<file path="config.mk">
export PLATFORM = sky130hd
export DESIGN_NAME = muldiv_seq
export DESIGN_NICKNAME = d
export VERILOG_FILES = /design/src/rtl/muldiv_seq.sv
export SDC_FILE = /design/constraint.sdc
export NUM_CORES = 1
export LEC_CHECK = 0
export CAP_MARGIN = 20
export CORE_MARGIN = 2
export CORE_UTILIZATION = 60
export DETAILED_ROUTE_END_ITERATION = 10
export PLACE_DENSITY_LB_ADDON = 0.08
export SKIP_CTS_REPAIR_TIMING = 1
export SLEW_MARGIN = 20
export SYNTH_ARGS = -nofsm -noshare
export SYNTH_HDL_FRONTEND = slang
export SYNTH_SLANG_ARGS = --single-unit
</file>
<file path="constraint.sdc">
create_clock -name clk -period 4.3 [get_ports clk]
set_input_delay 0.43 -clock clk [delete_from_list [all_inputs] [get_ports clk]]
set_output_delay 0.43 -clock clk [all_outputs]
set_load 0.05 [all_outputs]
</file>
<file path="src/rtl/muldiv_seq.sv">
// Iterative radix-2 RV32M multiply/divide unit: one shift-add or restoring-subtract step per clock.
// Optional MULDIV_EARLY_OUT_EN: trivial ops (zero operand, div-by-zero, signed overflow) skip the iteration.
module muldiv_seq #(
  parameter int XLEN = 32
) (
  input  logic            clk,
  input  logic            rst_n,
  input  logic            start,
  input  logic [5:0]      aluSelect,
  input  logic [XLEN-1:0] rs1,
  input  logic [XLEN-1:0] rs2,
  output logic            ready,
  output logic            valid_out,
  output logic [XLEN-1:0] result
);

  localparam int CW = $clog2(XLEN);

  localparam logic [5:0] OP_MUL    = 6'b101001;
  localparam logic [5:0] OP_MULH   = 6'b101010;
  localparam logic [5:0] OP_MULHSU = 6'b101011;
  localparam logic [5:0] OP_MULHU  = 6'b101100;
  localparam logic [5:0] OP_DIV    = 6'b101101;
  localparam logic [5:0] OP_DIVU   = 6'b101110;
  localparam logic [5:0] OP_REM    = 6'b101111;
  localparam logic [5:0] OP_REMU   = 6'b110000;

  typedef enum logic [1:0] {S_IDLE, S_CALC, S_FIN} state_t;

  state_t state_q, state_d;

  logic [CW-1:0]     cnt_q, cnt_d;
  logic [2*XLEN-1:0] p_q, p_d;
  logic [XLEN-1:0]   opnd_q, opnd_d;
  logic              neg_q, neg_d;
  logic              is_div_q, is_div_d;
  logic              sel_hi_q, sel_hi_d;
  logic [XLEN-1:0]   result_q, result_d;
  logic              valid_q, valid_d;

  logic op_legal, op_div, op_hi, a_signed, b_signed;
  logic sa, sb, accept, early;
  logic [XLEN-1:0] a_mag, b_mag;

  always_comb begin
    op_legal = 1'b1;
    op_div   = 1'b0;
    op_hi    = 1'b0;
    a_signed = 1'b0;
    b_signed = 1'b0;
    case (aluSelect)
      OP_MUL:    begin a_signed = 1'b1; b_signed = 1'b1; end
      OP_MULH:   begin a_signed = 1'b1; b_signed = 1'b1; op_hi = 1'b1; end
      OP_MULHSU: begin a_signed = 1'b1; op_hi = 1'b1; end
      OP_MULHU:  op_hi = 1'b1;
      OP_DIV:    begin op_div = 1'b1; a_signed = 1'b1; b_signed = 1'b1; end
      OP_DIVU:   op_div = 1'b1;
      OP_REM:    begin op_div = 1'b1; a_signed = 1'b1; b_signed = 1'b1; op_hi = 1'b1; end
      OP_REMU:   begin op_div = 1'b1; op_hi = 1'b1; end
      default:   op_legal = 1'b0;
    endcase
  end

  assign sa     = a_signed & rs1[XLEN-1];
  assign sb     = b_signed & rs2[XLEN-1];
  assign a_mag  = sa ? -rs1 : rs1;
  assign b_mag  = sb ? -rs2 : rs2;
  assign accept = (state_q == S_IDLE) && start && op_legal;

`ifdef MULDIV_EARLY_OUT_EN
  assign early = op_div ? ((rs2 == '0) ||
                           (a_signed && (rs1 == {1'b1, {(XLEN-1){1'b0}}}) && (&rs2)))
                        : ((rs1 == '0) || (rs2 == '0));
`else
  assign early = 1'b0;
`endif

  always_ff @(posedge clk or negedge rst_n) begin
    if (!rst_n) state_q <= S_IDLE;
    else        state_q <= state_d;
  end

  always_comb begin
    state_d = state_q;
    case (state_q)
      S_IDLE:  if (accept) state_d = early ? S_FIN : S_CALC;
      S_CALC:  if (cnt_q == CW'(XLEN-1)) state_d = S_FIN;
      S_FIN:   state_d = S_IDLE;
      default: state_d = S_IDLE;
    endcase
  end

  // p_q holds {accumulator, multiplier} for MUL* and {remainder, dividend/quotient} for DIV*.
  logic [XLEN:0]     mul_sum, div_r;
  logic [2*XLEN-1:0] mul_next, div_next, mul_full;
  logic [XLEN-1:0]   div_sub, div_sel, div_res, mul_res, fin_res;
  logic              div_ge;

  always_comb begin
    mul_sum  = {1'b0, p_q[2*XLEN-1:XLEN]} + (p_q[0] ? {1'b0, opnd_q} : '0);
    mul_next = {mul_sum, p_q[XLEN-1:1]};
    div_r    = {p_q[2*XLEN-1:XLEN], p_q[XLEN-1]};
    div_ge   = div_r >= {1'b0, opnd_q};
    div_sub  = div_r[XLEN-1:0] - opnd_q;
    div_next = {div_ge ? div_sub : div_r[XLEN-1:0], p_q[XLEN-2:0], div_ge};
    mul_full = neg_q ? -p_q : p_q;
    mul_res  = sel_hi_q ? mul_full[2*XLEN-1:XLEN] : mul_full[XLEN-1:0];
    div_sel  = sel_hi_q ? p_q[2*XLEN-1:XLEN] : p_q[XLEN-1:0];
    div_res  = neg_q ? -div_sel : div_sel;
    fin_res  = is_div_q ? div_res : mul_res;
  end

  always_comb begin
    cnt_d    = cnt_q;
    p_d      = p_q;
    opnd_d   = opnd_q;
    neg_d    = neg_q;
    is_div_d = is_div_q;
    sel_hi_d = sel_hi_q;
    if (accept) begin
      cnt_d    = '0;
      is_div_d = op_div;
      sel_hi_d = op_hi;
      opnd_d   = op_div ? b_mag : a_mag;
      p_d      = {{XLEN{1'b0}}, op_div ? a_mag : b_mag};
      // Quotient of a divide by zero stays all ones; remainder follows the dividend.
      neg_d    = op_div ? (op_hi ? sa : ((sa ^ sb) && (rs2 != '0))) : (sa ^ sb);
      if (early) begin
        if (!op_div)          p_d = '0;
        else if (rs2 == '0)   p_d = {a_mag, {XLEN{1'b1}}};
      end
    end else if (state_q == S_CALC) begin
      cnt_d = cnt_q + 1'b1;
      p_d   = is_div_q ? div_next : mul_next;
    end
  end

  always_comb begin
    ready    = (state_q == S_IDLE);
    valid_d  = (state_q == S_FIN);
    result_d = (state_q == S_FIN) ? fin_res : result_q;
  end

  always_ff @(posedge clk or negedge rst_n) begin
    if (!rst_n) begin
      cnt_q    <= '0;
      p_q      <= '0;
      opnd_q   <= '0;
      neg_q    <= 1'b0;
      is_div_q <= 1'b0;
      sel_hi_q <= 1'b0;
      result_q <= '0;
      valid_q  <= 1'b0;
    end else begin
      cnt_q    <= cnt_d;
      p_q      <= p_d;
      opnd_q   <= opnd_d;
      neg_q    <= neg_d;
      is_div_q <= is_div_d;
      sel_hi_q <= sel_hi_d;
      result_q <= result_d;
      valid_q  <= valid_d;
    end
  end

  assign valid_out = valid_q;
  assign result    = result_q;

endmodule

</file>
-- Word-level counts from Yosys, hierarchy flattened
Index checks and enable logic that the tools add are counted.
- bitwise logic cells: 3
- $lt $le $gt $ge: 1
- reductions and logical operators: 12
- eq/ne operators: 13
- multiplexer cells: 26
- add/subtract/negate cells: 7
- operator list (operator ; number):
    32-bit two-way mux ; 10
    64-bit two-way mux ; 4
    32-bit negator ; 3
    64-bit negator ; 1
    6-bit equality test, second input constant ; 8
    32-bit by 32-bit adder with 33-bit output ; 1
    33-bit by 32-bit greater-or-equal comparator with 1-bit output ; 1
    32-bit nonzero test ; 1
    32-bit subtractor ; 1
    5-bit two-way mux ; 2
    5-bit OR reduction ; 2
    4-bit OR reduction ; 2
    8-bit OR reduction ; 1
    1-bit two-way mux ; 7
    5-bit by 1-bit adder with 5-bit output, second input constant ; 1
    5-bit equality test, second input constant ; 1
    2-bit two-way mux ; 2
    2-bit case mux with 2 select lines ; 1
    1-bit logical AND ; 3
    1-bit bitwise AND ; 2
    2-bit by 1-bit equality test with 1-bit output, second input constant ; 1
    2-bit equality test, second input constant ; 1
    2-bit zero test ; 1
    2-bit by 1-bit != test with 1-bit output, second input constant ; 1
    other kinds (4) ; 4
- output and inout port bits: 34
- register bits: 139
- word-level logic and storage cells: 71
- input port bits: 73

-- Longest topological paths before layout
- depth in word-level cells: 8
- depth in mapped cells: 15
- gate-level depth less buffers: 14

-- Least setup slack after synthesis
No wires, ideal clock.
- path kind: register to register
- start point: register p_q[0]
- end point: register p_q[62]
- setup time: 0.126 ns
- clock period less this slack: 3.276 ns
- arrival time: 3.150 ns
- stages on the path, launching flop included: 15
- buffers on the path: 1
- setup slack: 1.024 ns
- required time: 4.174 ns
- cells stage by stage: dfrtp_1 -> inv_1 -> clkbuf_1 -> nor2_1 -> ha_1 -> a21oi_1 -> o21ai_0 -> or3_1 -> o21ai_0 -> o211ai_1 -> and2_1 -> a31o_2 -> a31oi_1 -> xnor2_1 -> a221o_1
- word-level cells in the longest chain between the ends: 5
- RTL lines (element ; RTL line ; text):
    start: declaration ; 33 ; logic [2*XLEN-1:0] p_q, p_d;
    start signal: assignment ; 156 ; p_q <= p_d;
    32-bit two-way mux ; 100 ; mul_sum = {1'b0, p_q[2*XLEN-1:XLEN]} + (p_q[0] ? {1'b0, opnd_q} : '0);
    32-bit by 32-bit adder with 33-bit output ; 100 ;
    64-bit two-way mux ; 134 ; p_d = is_div_q ? div_next : mul_next;
    64-bit two-way mux ; 132 ; end else if (state_q == S_CALC) begin
    64-bit two-way mux ; 120 ; if (accept) begin
Every way passes these cells. The select of a mux whose other input is x is not followed.
A chain may end at the register's enable or synchronous reset.

-- Worst setup path after layout
- start point: register p_q[0]
- end point: register p_q[50]
The elaborated chain is that of the path after synthesis.

==> reports/results.txt <==
outcome: finished clean
combinational power share: 70.0%
Metal-1 WL: 20500 um
setup TNS: 0 ps
vias post-DR: 15700
Most Frequent Cell on Critical Path: o21ai_0
R2R Setup Slk: 540 ps
pre-CTS setup slack: 612 ps
H-tree depth: 4
GRT Residual Overflow: 0
Crit Path Class: flip-flop to flip-flop
switching part of the total: 53.7%
endpoints failing hold: 0
Async SR Flop Fraction: 100%
core area: 24400 um2
startpoint types: flip-flop
Distinct cells, synth: 74
Num CTS Buffers: 17
Setup WS post-layout: 541 ps
Yosys warnings: 0
vias per cell: 6.61
die height: 162 um
n_diodes: 0
Avg Cell Area, Syn: 7.38 um2
reg2reg path depth: 13
final wirelength: 50700 um
Crit. path cell count: 13
RSZ-0062 raised after global routing: no
clock slew at reported path FFs: 70 ps
top_reg_cell synth: dfrtp_1
Site Rows: 57
Critical Path AT: 4070 ps
top routing layer in use: met4
ordered list of cells on the worst path: inv_1 > nor2_1 > ha_1 > a21oi_1 > o21ai_0 > or3_1 > o21ai_0 > o21ai_0 > a31oi_1 > o21bai_1 > a21oi_1 > xnor2_1 > a221o_1
clk sinks: 139
share of cells above drive strength 1: 6.81%
Cell Pwr Density: 857 nW/um2
nets@finish: 2187
worst slew pin tran: 1150 ps
first-pass GRT wire length: 79900 um
Reg power frac: 19.4%
#FFs+latches synth: 139
CP max stage delay: 470 ps
Static Leak: 6.96 nW
reg2reg start: p_q[0]
DR WL/cell: 21.3 um
Met3 Wirelength: 5250 um
DRT Pass-1 Iters: 6
Max IR drop VDD: 0.762 mV
DRT antenna net count: 0
Setup Viol. Count Final: 0
NetSw: 7.74 mW
CP max FO: 12
max_cap viols: 0
Required @ worst endpoint: 4610 ps
DP HPWL: 38400 um
top achievable clock speed: 0.266 GHz
min Tclk post-route: 3760 ps
EDFF count, synth: 0
Syn Nets: 2167
max_slew headroom: 23.4%
CTS tree: yes
initial antenna violation count: 0
Port-buffer cells: 106
1st-iter DRT viols: 2003
Buf+Inv Stages, Crit Path: 1
Critical R2R Capture: p_q[50]
Seq/Total Area, Yosys: 23.3%
Power Internal: 6.69 mW
starting density of the core: 61.2%
Clock Skew: 15.2 ps
Worst Setup End Kind: flip-flop
metal2 WL: 22300 um
Syn Inst Count: 2022
Die ar.: 26100 um2
Clock power frac: 10.6%
Die W: 162 um
worst hold path class: primary input to async pin
Area growth syn-to-layout: 12.9%
Slowest-stage cell, CP: dfrtp_1
root buf cell: clkbuf_16
Synth Cell Area: 14900 um2
period utilization: 87.4%
final slew viol count: 0
Total GRT Usage: 38.6%
largest net degree at the start of global routing: 93
number of global-route vias before repair: 14600
gpl congestion: 1.02
I/O pin count: 107
cell class contributing the biggest share of worst-path delay: compound AO/OA/AOI/OAI gates
Residual DRC: 0
later-pin clock latency in the skew report: 440 ps
Util after Layout: 69.1%
CTS Buffer Depth: 2
-- power by group through the flow --
stage | Sequential (mW) | Combinational [mW] | Clock (mW)
2_1_floorplan | 2.45 | 7.30 | 0
3_3_place_gp | 2.73 | 9.62 | 0
3_5_place_dp | 2.76 | 9.76 | 0
4_1_cts | 2.74 | 9.85 | 1.52
5_1_grt | 2.85 | 11.0 | 1.59
6_report | 2.80 | 10.1 | 1.53
-- worst max-delay path by stage --
stage | slack (ps) | from | endpoint
after floorplan | 1020 | p_q[0] | p_q[62]
after global placement | 760 | p_q[0] | p_q[62]
after detailed placement | 610 | p_q[0] | p_q[50]
after CTS | 600 | p_q[0] | p_q[50]
after global routing | 220 | p_q[0] | p_q[50]
final | 540 | p_q[0] | p_q[50]
-- Yosys cell counts (6+ instances only) --
cell,number,area [um2]
nand3_1,51,255
inv_1,59,221
or4_1,12,90.1
o221ai_1,22,193
nand2_1,230,863
o211ai_1,31,233
and2_1,10,62.6
buf_1,10,37.5
a21o_1,40,300
o21ai_0,193,966
ha_1,70,876
or2_2,8,50.1
nand4_1,25,156
a22oi_1,9,67.6
nor2b_1,14,87.6
a21oi_1,165,826
mux2i_1,59,591
o31ai_1,34,255
o21bai_1,10,75.1
xor2_1,98,858
nor3_1,37,185
nand2b_1,19,119
mux2_2,12,135
xnor2_1,93,815
a211oi_1,26,195
nor3b_1,12,90.1
o41ai_1,10,87.6
nor2_1,196,736
o21ai_1,12,60.1
o21a_1,18,135
and3_1,15,93.8
a31oi_1,17,106
dfrtp_1,139,3480
a221oi_1,6,52.6
and4_1,7,61.3
clkbuf_1,137,514
or3_1,18,113
nor4_1,10,62.6
buf_2,9,45.0
-- layout by cell type (no fill, tap or decap), drive strengths merged, types with 6 or more instances in the layout --
cell type,instances
and2,10
o41ai,10
xor2,98
inv,66
nor3b,13
clkbuf,18
clkdlybuf4s50,105
a221oi,6
nand2,230
nand3,51
nor3,41
dfrtp,139
buf,55
or3,20
nor4,12
a22oi,9
nor2,196
nor2b,14
or2,9
a21o,40
o21a,18
a31oi,17
o21ai,205
and3,15
nand2b,19
xnor2,93
o221ai,22
a21oi,165
or4,17
o21bai,10
o211ai,31
a211oi,26
o31ai,35
and4,7
nand4,26
ha,70
mux2i,59
mux2,12
-- per-layer routing --
layer / track usage (%) / up-vias
met5: 0 / -
met4: 18.9 / 0
met3: 6.72 / 155
met2: 60.1 / 949
met1: 52.2 / 7322
li1: - / 7309
-- metrics by stage --
| step | instance area (um2) | hold slack (ps) | std cells | power [mW] |
|---|---|---|---|---|
| after floorplan | 14900 | 134 | 2022 | 9.74 |
| after global placement | 16300 | 462 | 2347 | 12.3 |
| after detailed placement | 16300 | 470 | 2347 | 12.5 |
| after CTS | 16800 | 121 | 2379 | 14.1 |
| after global routing | 16800 | 145 | 2379 | 15.4 |
| final | 16800 | 84.0 | 2379 | 14.4 |
-- layout make-up --
cell class,instances,area (um2)
clock buffer,18,439
clock inverter,14,151
fill,2133,7550
inverter,59,221
multi-input combinational,1665,10600
sequential,139,3490
tap,324,405
timing repair buffer,160,1490
-- sequential cells by signal, summed over array words and instances, names as in the netlist --
register,cells
p_q,64
opnd_q,32
result,32
cnt_q,5
state_q,2
is_div_q,1
neg_q,1
sel_hi_q,1
valid_out,1
-- worst reg2reg max path, stage by stage, from the launching register on --
cell and delay [ps]:
dfrtp_1 470, inv_1 370, nor2_1 110, ha_1 380, a21oi_1 140, o21ai_0 130
or3_1 310, o21ai_0 440, o21ai_0 280, a31oi_1 310, o21bai_1 90, a21oi_1 180
xnor2_1 90, a221o_1 330
-- logic make-up after synthesis --
family          after synthesis  synth area share, %
compound gates              637                 26.5
xor+xnor                    191                 11.2
fa+ha+maj                    72                 6.14
buf+inv                     218                 5.59
flops                       139                 23.3
mux                          71                 4.87
simple gates                694                 22.4
(Power assumes the default switching activity.)
